--- config.mk ---
export PLATFORM = sky130hd
export DESIGN_NAME = config_int_add_issue_ctrl
export DESIGN_NICKNAME = d
export VERILOG_FILES = /design/src/rtl/config_int_add_issue_ctrl.sv
export SDC_FILE = /design/constraint.sdc
export NUM_CORES = 1
export LEC_CHECK = 0
export ABC_AREA = 0
export CELL_PAD_IN_SITES_DETAIL_PLACEMENT = 2
export CELL_PAD_IN_SITES_GLOBAL_PLACEMENT = 2
export CORE_UTILIZATION = 27
export CTS_CLUSTER_SIZE = 14
export DETAILED_ROUTE_END_ITERATION = 12
export PLACE_DENSITY = 0.76
export SLEW_MARGIN = 20
export SYNTH_ARGS = -nofsm -noshare
export SYNTH_HDL_FRONTEND = slang
export SYNTH_SLANG_ARGS = --single-unit
--- constraint.sdc ---
create_clock -name clk -period 1.82 [get_ports clk]
set_clock_uncertainty 0.05 [all_clocks]
set_input_delay 0.182 -clock clk [delete_from_list [all_inputs] [get_ports clk]]
set_output_delay 0.182 -clock clk [all_outputs]
set_load 0.005 [all_outputs]
--- src/rtl/config_int_add_issue_ctrl.sv ---
// Issue/precision controller in front of the clock-gated configurable integer adder.
// Registers operands, tracks each operation's exactness through the adder's two stages.
module config_int_add_issue_ctrl #(
  parameter int unsigned DATA_PATH_BITWIDTH = 32,
  parameter int unsigned REFRESH_PERIOD     = 8,
  parameter int unsigned CNT_WIDTH          = 8
) (
  input  logic                          clk,
  input  logic                          rst,
  input  logic                          in_valid,
  output logic                          in_ready,
  input  logic [DATA_PATH_BITWIDTH-1:0] in_a,
  input  logic [DATA_PATH_BITWIDTH-1:0] in_b,
  input  logic                          mode_wr,
  input  logic [1:0]                    mode_req,
  output logic [DATA_PATH_BITWIDTH-1:0] a,
  output logic [DATA_PATH_BITWIDTH-1:0] b,
  output logic                          reg_en,
  output logic                          res_valid,
  output logic                          res_exact,
  output logic [1:0]                    cur_mode,
  output logic                          busy
);

  typedef enum logic [0:0] {StRun, StDrain} state_e;

  localparam logic [1:0] ModePrecise  = 2'd0;
  localparam logic [1:0] ModePeriodic = 2'd2;

  localparam logic [CNT_WIDTH-1:0] CntLast = CNT_WIDTH'(REFRESH_PERIOD - 1);
  localparam logic [CNT_WIDTH-1:0] CntOne  = CNT_WIDTH'(1);

  state_e                          state_q;
  logic [DATA_PATH_BITWIDTH-1:0]   a_q, b_q;
  logic                            v0_q, e0_q, v1_q, e1_q;
  logic                            res_valid_q, res_exact_q;
  logic [1:0]                      cur_mode_q, pending_q;
  logic [CNT_WIDTH-1:0]            count_q;

  logic accept;
  logic exact_new;
  logic pipe_empty_next;

  assign accept = in_valid & in_ready;

  // Gated and the reserved encoding 3 both leave the low bits un-refreshed.
  always_comb begin
    exact_new = 1'b0;
    case (cur_mode_q)
      ModePrecise:  exact_new = 1'b1;
      ModePeriodic: exact_new = (count_q == CntLast);
      default:      exact_new = 1'b0;
    endcase
  end

  // Pipe flags as they will be after this edge: nothing new enters while draining,
  // so the pipe is empty once the stage-0 operation has moved on.
  assign pipe_empty_next = ~accept & ~v0_q;

  always_ff @(posedge clk or negedge rst) begin
    if (!rst) begin
      state_q     <= StRun;
      a_q         <= '0;
      b_q         <= '0;
      v0_q        <= 1'b0;
      e0_q        <= 1'b0;
      v1_q        <= 1'b0;
      e1_q        <= 1'b0;
      res_valid_q <= 1'b0;
      res_exact_q <= 1'b0;
      cur_mode_q  <= ModePrecise;
      pending_q   <= ModePrecise;
      count_q     <= '0;
    end else begin
      v0_q        <= accept;
      e0_q        <= accept & exact_new;
      v1_q        <= v0_q;
      e1_q        <= e0_q;
      res_valid_q <= v1_q;
      res_exact_q <= e1_q;

      if (accept) begin
        a_q <= in_a;
        b_q <= in_b;
        if (cur_mode_q == ModePeriodic) begin
          count_q <= (count_q == CntLast) ? '0 : count_q + CntOne;
        end
      end

      unique case (state_q)
        StRun: begin
          if (mode_wr) begin
            if (!v0_q && !v1_q && !accept) begin
              cur_mode_q <= mode_req;
              count_q    <= '0;
            end else begin
              pending_q <= mode_req;
              state_q   <= StDrain;
            end
          end
        end
        StDrain: begin
          if (pipe_empty_next) begin
            cur_mode_q <= mode_wr ? mode_req : pending_q;
            count_q    <= '0;
            state_q    <= StRun;
          end else if (mode_wr) begin
            pending_q <= mode_req;
          end
        end
        default: state_q <= StRun;
      endcase
    end
  end

  assign in_ready  = (state_q == StRun);
  assign a         = a_q;
  assign b         = b_q;
  // Decoded purely from flops so the clock-gate enable cannot glitch.
  assign reg_en    = (v0_q & e0_q) | (v1_q & e1_q);
  assign res_valid = res_valid_q;
  assign res_exact = res_exact_q;
  assign cur_mode  = cur_mode_q;
  assign busy      = v0_q | v1_q | (state_q == StDrain);

endmodule
# After elaboration in Yosys (flattened, before gate mapping)

Index checks and enable logic that the tools add are counted.

Bits in registers: 83
Input port bits: 70

Bitwise operators: 11
Equal/unequal tests: 7
$add $sub $neg: 1
Reduce and logical (&&, ||, !) cells: 8
Mux-type cells: 21

Operator list:

| kind                  | number |
|---|---|
| $mux W8               | 6 |
| $pmux W8 S2           | 1 |
| $mux W2               | 7 |
| $add A8 B1 Y8 const B | 1 |
| $eq A8 B3 Y1 const B  | 1 |
| $pmux W2 S2           | 2 |
| $ne A2 B1 Y1 const B  | 3 |
| $reduce_and A3 Y1     | 2 |
| $and A1 B1 Y1         | 5 |
| $ne A2 B2 Y1 const B  | 2 |
| $pmux W1 S2           | 2 |
| $logic_not A1 Y1      | 3 |
| $mux W1               | 3 |
| $not A1 Y1            | 3 |
| $or A1 B1 Y1          | 3 |
| $eq A2 B2 Y1 const B  | 1 |
| $logic_and A1 B1 Y1   | 2 |
| $logic_not A2 Y1      | 1 |

# Depth between registers and ports, before layout

Gate-level depths: netlist (run 1).

Depth after elaboration: 7
Gate-level depth with buffers: 5
Gate-level depth less buffers: 4

# Least setup slack after synthesis (run 1)

OpenSTA, ideal clock, no wires.

Kind: register to register
From: register v0_q
To: register cur_mode_q[0] (netlist: cur_mode[0])
Library setup time: 125 ps
Period minus slack after synthesis: 1599 ps
Stages on the path, launching flop included: 4
Required time: 1645 ps
Slack: 221 ps
Arrival time: 1424 ps
Path buffers: 0
Cells stage by stage: dfrtp_1 -> or4b_4 -> o21ai_4 -> mux2_4

Longest elaborated chain between the ends: 5

RTL lines:

| item                              | line | text |
|---|---|---|
| start, declared                   | 35   | `logic v0_q, e0_q, v1_q, e1_q;` |
| start signal, assigned            | 75   | `v0_q <= accept;` |
| $logic_not A1 Y1                  | 93   | `if (!v0_q && !v1_q && !accept) begin` |
| $logic_and A1 B1 Y1 (2 in series) | 93   |  |
| $ne A2 B1 Y1 (no line)            | -    |  |
| $reduce_and A3 Y1 (no line) (*)   | -    |  |
| end signal, assigned              | 71   | `cur_mode_q <= ModePrecise;` |
| end signal, assigned              | 94   | `cur_mode_q <= mode_req;` |
| end signal, assigned              | 104  | `cur_mode_q <= mode_wr ? mode_req : pending_q;` |
| end, declared                     | 37   | `logic [1:0] cur_mode_q, pending_q;` |

Mark *: on every way between the ends. The rest lies on a longest branch, timed or not.
A chain may end at the register's enable or synchronous reset.

# Worst setup path in the final report (run 1)

From: register state_q
To: output port in_ready

Longest elaborated chain between the ends: 1

RTL lines:

| item                   | line | text |
|---|---|---|
| start, declared        | 33   | `state_e state_q;` |
| start signal, assigned | 62   | `state_q <= StRun;` |
| start signal, assigned | 98   | `state_q <= StDrain;` |
| start signal, assigned | 106  | `state_q <= StRun;` |
| $not A1 Y1             | -    |  |
| end, declared          | 11   | `output logic in_ready,` |

Every way passes these cells.

==> results of run 1 <==
path summary, 6_finish.rpt:
| kind | from | endpoint | slack (ns) |
|---|---|---|---|
| min reg2reg | e0_q | e1_q | 0.33 |
| min in group clk | e0_q | e1_q | 0.33 |
| max reg2reg | state_q | flop | 0.16 |
| min | rst | a[1] | 0.32 |
| max | state_q | in_ready | 0.06 |
| max in group asynchronous | rst | v0_q | 0.80 |
power breakdown:
group	leakage, uW	total [uW]	switching [uW]	internal, uW
sequential	0.000992	2880	368	2510
clock	0.000179	2150	704	1450
combinational	0.000978	2740	851	1890
total	0.00215	7770	1920	5850
cells in the mapped netlist:
cell	number	share of area, %
nand4bb_1	1	0.34
buf_2	8	1.2
and4_1	1	0.27
or4b_4	1	0.42
and4bb_1	1	0.38
nor2b_1	1	0.19
o21a_1	1	0.23
a22o_2	1	0.31
nand3_1	5	0.77
o21ba_2	1	0.31
nand4_1	1	0.19
a211oi_2	1	0.38
o21ai_0	4	0.61
or3_2	1	0.23
mux2_2	68	23
nand2_1	2	0.23
nor4b_1	1	0.27
mux2_4	2	0.92
o31ai_1	1	0.23
o22a_2	1	0.31
and3_1	1	0.19
dfrtp_1	83	64
a2111oi_2	1	0.46
a2111oi_1	1	0.31
xnor2_1	1	0.27
or4_1	1	0.23
inv_1	5	0.57
o21ai_4	1	0.50
or3_1	2	0.38
a211oi_1	1	0.23
nor2_1	2	0.23
nor4_1	2	0.38
a21oi_1	5	0.77
nor3_1	2	0.31
ha_1	1	0.38
state kept, by name, indices dropped and copies added (netlist names), named ones only:
| register | flops |
|---|---|
| state_q | 1 |
| pending_q | 2 |
| v1_q | 1 |
| res_valid | 1 |
| e0_q | 1 |
| count_q | 6 |
| b | 32 |
| a | 32 |
| v0_q | 1 |
| cur_mode | 2 |
| e1_q | 1 |
| res_exact | 1 |
metrics by stage:
step	setup TNS [ns]	total power, uW
after floorplan	0	3840
after global placement	0	5570
after detailed placement	-0.617	5700
after CTS	0	7930
after global routing	0	8190
final	0	7770
worst max-delay path: cells and delay by family, from the launching register on:
family | cells | cell delay [ns]
DFF | 1 | 0.41
buffers and inverters | 3 | 0.79
timing repair:
| item | in CTS | in global routing |
|---|---|---|
| gates resized for setup | 3 | 1 |
| setup buffers | 1 | 0 |
| hold endpoints to repair | 33 | 0 |
| cloned | 0 | 0 |
| hold buffers | 1 | 0 |
| setup endpoints to repair | 2 | 1 |
cells by family (layout without fill, tap and decap cells):
group	after synthesis	after routing	share of synthesized area [%]
buffers and inverters	13	173	1.80
adders and majority gates	1	1	0.383
AOI/OAI and AO/OA	19	19	4.63
DFF	83	83	63.6
and+or+nand+nor	25	25	5.02
xor gates and xnor gates	1	1	0.268
muxes	70	70	24.3
area by class of cell:
class	instances	area, um^2
clock buffer	12	267
clock inverter	4	95.1
inverter	5	18.8
sequential	83	2080
tap	143	179
fill	1153	6300
multi-input combinational	116	1150
timing repair buffer	152	1530
metal layers:
metal  up-vias  wire length, um  track usage (%)
met5         -                0                0
met1      1198             3400             16.0
li1       1075                -                -
met4         0              106             4.71
met3        11              776             6.59
met2        86             4750             27.6
==> impl_metrics.py, run 1 <==
metrics = {
    "final_layout": {
        "final_util_pct": 45.7,
        "syn2layout_area_growth_pct": 62.6,
        "final_common_cell": "clkdlybuf4s50_1",
        "drive_gt1_share_pct": 29.6,
        "final_cell_mix": "clkdlybuf4s50_1, dfrtp_1, mux2_2",
        "antenna_cells": 0,
        "final_cells": 515,
        "finalNetCount": 438,
        "design_area_um2": 5310,
    },
    "clock_network": {
        "cts_tree": "built",
        "clockRootBuffer": "clkbuf_16",
        "path_clk_slew_ns": 0.06,
        "numCtsBuffers": 9,
        "ctsHtreeMaxLevel": 3,
        "clkSinkCount": 83,
        "clkLatencyLatePin_ns": 0.33,
        "clock_path_buffers": 2,
    },
    "synth": {
        "synth-seq-cells": 83,
        "syn_inst": 212,
        "synth.yosys.warnings": 0,
        "synthesis.area_um2": 3270,
        "synth_area_per_cell_um2": 15.4,
        "synth_cell_types": 35,
        "syn_nets": 283,
        "seq_area_frac_synth_pct": 63.6,
    },
    "floorplanning": {
        "fp.dieArea_um2": 12500,
        "die_w_um": 112,
        "die-height_um": 112,
        "start_util_pct": 28.1,
        "rows": 39,
        "coreArea_um2": 11600,
        "ioPinCount": 141,
    },
    "sta": {
        "relSlewSlack_pct": 66.4,
        "finalCritPeriodShare_pct": 96.7,
        "finalMaxSlewViolations": 0,
        "tightest_slew_ns": 0.503,
        "fmax_mhz": 568,
        "setup_viol": 0,
        "finalWorstPathRequiredPeriod_ns": 1.76,
        "hold_viol": 0,
        "rsz0062_at_grt": "no",
        "fin_ws_ns": 0.0593,
        "fin_hold_ws_ns": 0.316,
    },
    "place": {
        "placed_area_um2": 4930,
        "place_ws_ns": -0.0263,
        "place.gp.congestion": 0.718,
        "port_buffers": 140,
        "hpwl_mm": 6.77,
        "placedCellCount": 497,
    },
    "detailed_routing": {
        "avgRoutedWirePerCell_um": 17.5,
        "wirelength_mm": 9.04,
        "via_count": 2370,
        "drt_iter0_drc": 70,
        "first_pass_iters": 10,
        "drc_errors": 7,
        "vias_per_cell": 4.60,
        "ant_nets": 0,
    },
    "critical_path": {
        "cp.arrival_ns": 1.53,
        "end_kind": "output pin",
        "crit_slowest_cell": "clkdlybuf4s50_1",
        "criticalPathCategory": "reg2out",
        "cpPeakStageDelay_ns": 0.52,
        "crit_required_ns": 1.59,
        "start_kind": "flop",
        "crit_chain": "buf_4, inv_1, clkdlybuf4s50_1",
        "rr_worst_depth": 4,
        "crit_path_max_fanout": 5,
    },
    "status": {
        "status": "finished, violations left",
        "violations": "design-rule violations",
    },
    "power": {
        "cellPowerDensity_nw_per_um2": 1460,
        "p_leak_uw": 0.00215,
        "vdd_drop_max_uv": 615,
    },
    "global_routing": {
        "antenna_found_initial": 0,
        "grt_first_pass_wirelength_mm": 14.6,
        "grt_max_degree": 44,
        "grt.overflow.total": 0,
        "grt_usage_pct": 15.3,
        "grt_pass1_vias": 2741,
    },
    "run": {
        "maxCapViolations": 0,
    },
    "worst_hold_path": {
        "hold_path.class": "in2async",
    },
}
Power figures use the tool's default switching activity.
==> run 2, diff against run 1 <==
--- a/config.mk
+++ b/config.mk
@@ -9,4 +9,5 @@
 export CELL_PAD_IN_SITES_DETAIL_PLACEMENT = 2
 export CELL_PAD_IN_SITES_GLOBAL_PLACEMENT = 2
+export CORE_ASPECT_RATIO = 0.8
 export CORE_UTILIZATION = 27
 export CTS_CLUSTER_SIZE = 14
@@ -17,2 +18,3 @@
 export SYNTH_HDL_FRONTEND = slang
 export SYNTH_SLANG_ARGS = --single-unit
+export TNS_END_PERCENT = 100
==> constraint.sdc (replaced) <==
create_clock -name clk -period 1.82 [get_ports clk]
set_clock_uncertainty 0.05 [all_clocks]
set_input_delay 0.364 -clock clk [delete_from_list [all_inputs] [get_ports clk]]
set_output_delay 0.364 -clock clk [all_outputs]
set_load 0.005 [all_outputs]
==> run 2 against run 1 <==
Against the previous run: cell area shrank 0.33%; total power shrank 3.2%; worst hold slack gained 0.027 ns; count of clock-buffer cells in the layout shrank 2; worst setup slack gained 0.021 ns; highest routed layer unchanged; critical path depth is the same; sequential cell count is the same; largest cell class unchanged; wire length grew 9.1%; via count grew 0.97%; combinational power is essentially flat; the flow still finishes with violations (design-rule violations).
==> impl_metrics.py, run 2 (synthesized netlist as in run 1, its figures left out) <==
metrics = {
    "final_layout": {
        "final_cells": 521,
        "finalNetCount": 439,
        "design_area_um2": 5300,
        "fillers": 1140,
        "final_cell_mix": "clkdlybuf4s50_1, dfrtp_1, mux2_2",
        "syn2layout_area_growth_pct": 62.0,
        "drive_gt1_share_pct": 30.8,
        "final_common_cell": "clkdlybuf4s50_1",
        "final_util_pct": 45.5,
        "antenna_cells": 0,
    },
    "clock_network": {
        "clkSinkCount": 83,
        "clock_path_buffers": 2,
        "path_clk_slew_ns": 0.06,
        "numCtsBuffers": 9,
        "clkLatencyLatePin_ns": 0.34,
        "cts_tree": "built",
        "clockRootBuffer": "clkbuf_16",
        "ctsHtreeMaxLevel": 3,
    },
    "sta": {
        "fmax_mhz": 575,
        "finalMaxSlewViolations": 0,
        "setup_viol": 0,
        "finalWorstPathRequiredPeriod_ns": 1.74,
        "relSlewSlack_pct": 70.0,
        "finalCritPeriodShare_pct": 95.6,
        "fin_ws_ns": 0.0804,
        "hold_viol": 0,
        "rsz0062_at_grt": "no",
        "tightest_slew_ns": 0.449,
    },
    "place": {
        "place_ws_ns": -0.201,
        "hpwl_mm": 7.14,
        "place.gp.congestion": 0.696,
        "port_buffers": 140,
        "placed_area_um2": 4950,
        "placedCellCount": 504,
    },
    "power": {
        "p_leak_uw": 0.00213,
        "p_switching_uw": 2040,
        "combPwrFrac_pct": 36.7,
        "p_total_uw": 7520,
        "switching_share_pct": 27.1,
        "cellPowerDensity_nw_per_um2": 1420,
        "seqPwrFrac_pct": 38.6,
        "internal_power_uw": 5480,
        "vdd_drop_max_uv": 525,
        "p_clk_share_pct": 24.7,
    },
    "worst_hold_path": {
        "whs_path_depth": 0,
        "hold_end": "e1_q",
        "hold_path.class": "reg2reg",
        "hold_start": "e0_q",
    },
    "detailed_routing": {
        "drc_errors": 22,
        "ant_nets": 0,
        "vias_per_cell": 4.59,
        "avgRoutedWirePerCell_um": 18.9,
        "first_pass_iters": 8,
        "drt_iter0_drc": 86,
        "via_count": 2393,
        "wirelength_mm": 9.86,
    },
    "critical_path": {
        "crit_path_max_fanout": 6,
        "start_kind": "flop",
        "end_kind": "output pin",
        "cp.arrival_ns": 1.33,
        "crit_required_ns": 1.41,
        "cpPeakStageDelay_ns": 0.37,
        "crit_slowest_cell": "dfrtp_1",
        "criticalPathCategory": "reg2out",
        "rr_worst_depth": 4,
        "crit_chain": "buf_4, a22o_2, clkdlybuf4s15_1",
        "r2r-start": "count_q[0]",
        "reg2reg_setup_slack_ns": 0.15,
        "timing.rr.end": "e0_q",
    },
    "global_routing": {
        "grt.overflow.total": 0,
        "antenna_found_initial": 0,
        "grt_usage_pct": 16.3,
        "grt_max_degree": 40,
        "grt_first_pass_wirelength_mm": 15.5,
        "grt_pass1_vias": 2739,
    },
    "status": {
        "violations": "design-rule violations",
        "status": "finished, violations left",
    },
    "floorplanning": {
        "ioPinCount": 141,
        "coreArea_um2": 11600,
        "die_w_um": 125,
        "start_util_pct": 28.1,
        "rows": 35,
        "fp.dieArea_um2": 12600,
        "die-height_um": 100,
    },
    "run": {
        "maxCapViolations": 0,
    },
}
## run 2: cell count changes in the layout (fill, tap and decap cells not counted), moves of 2 or more
cell and delta:
clkinv_4 +2, clkdlybuf4s50_1 -2, bufinv_16 -2, clkbuf_8 -2
## run 2: worst max-delay path by stage
stage,start,slack [ns],end
2_1_floorplan,v0_q,0.22,cur_mode[0]
5_1_grt,state_q,0.03,busy
4_1_cts,v0_q,0.006,reg_en
6_report,v0_q,0.08,reg_en
3_3_place_gp,in_valid,-0.13,flop
3_5_place_dp,in_valid,-0.20,b[29]
## run 2: critical path, delay by kind of cell (launching register included)
kind            cells  cell delay, ns
buf+inv             2            0.38
compound gates      1            0.23
flops               1            0.37
## run 2: power by group through the flow
stage               combinational (uW)  sequential, uW  clock (uW)
floorplan                          918            2930           0
detailed placement                2800            2930           0
finish                            2760            2910        1860
global route                      2950            3000        2000
CTS                               2800            2910        1930
global placement                  2700            2870           0
## run 2: routing by layer
metal | wire, um | up-vias | GRT usage, % | part of all wire (%)
li1 | - | 1079 | - | -
met1 | 4120 | 1221 | 20.3 | 42
met2 | 4990 | 86 | 27.1 | 51
met3 | 673 | 7 | 5.49 | 6.8
met4 | 80 | 0 | 4.78 | 0.81
met5 | 0 | - | 0 | 0
## run 2: repair_timing
item                                    4_1_cts  5_1_grt
endpoints found under the setup margin        4        3
pin swaps                                     0        0
gates cloned                                  0        0
resized for setup                             9        6
hold buffers                                  1        0
endpoints found under the hold margin        30        0
setup buffers                                 0        0
## run 2: per-stage QoR
stage | setup TNS [ns] | hold slack [ns]
detailed placement | -12.37 | 0.296
finish | 0 | 0.343
global route | 0 | 0.352
floorplan | 0 | 0.0184
CTS | 0 | 0.344
global placement | -8.07 | 0.285
## run 2: cell type report
cell class / instances / area (um^2) / area share [%]
inverter: 5 / 18.8 / 0.354
clock inverter: 6 / 65.1 / 1.23
timing repair buffer: 153 / 1530 / 28.9
multi-input combinational: 116 / 1180 / 22.2
sequential: 83 / 2080 / 39.3
clock buffer: 10 / 239 / 4.51
tap: 148 / 185 / 3.50
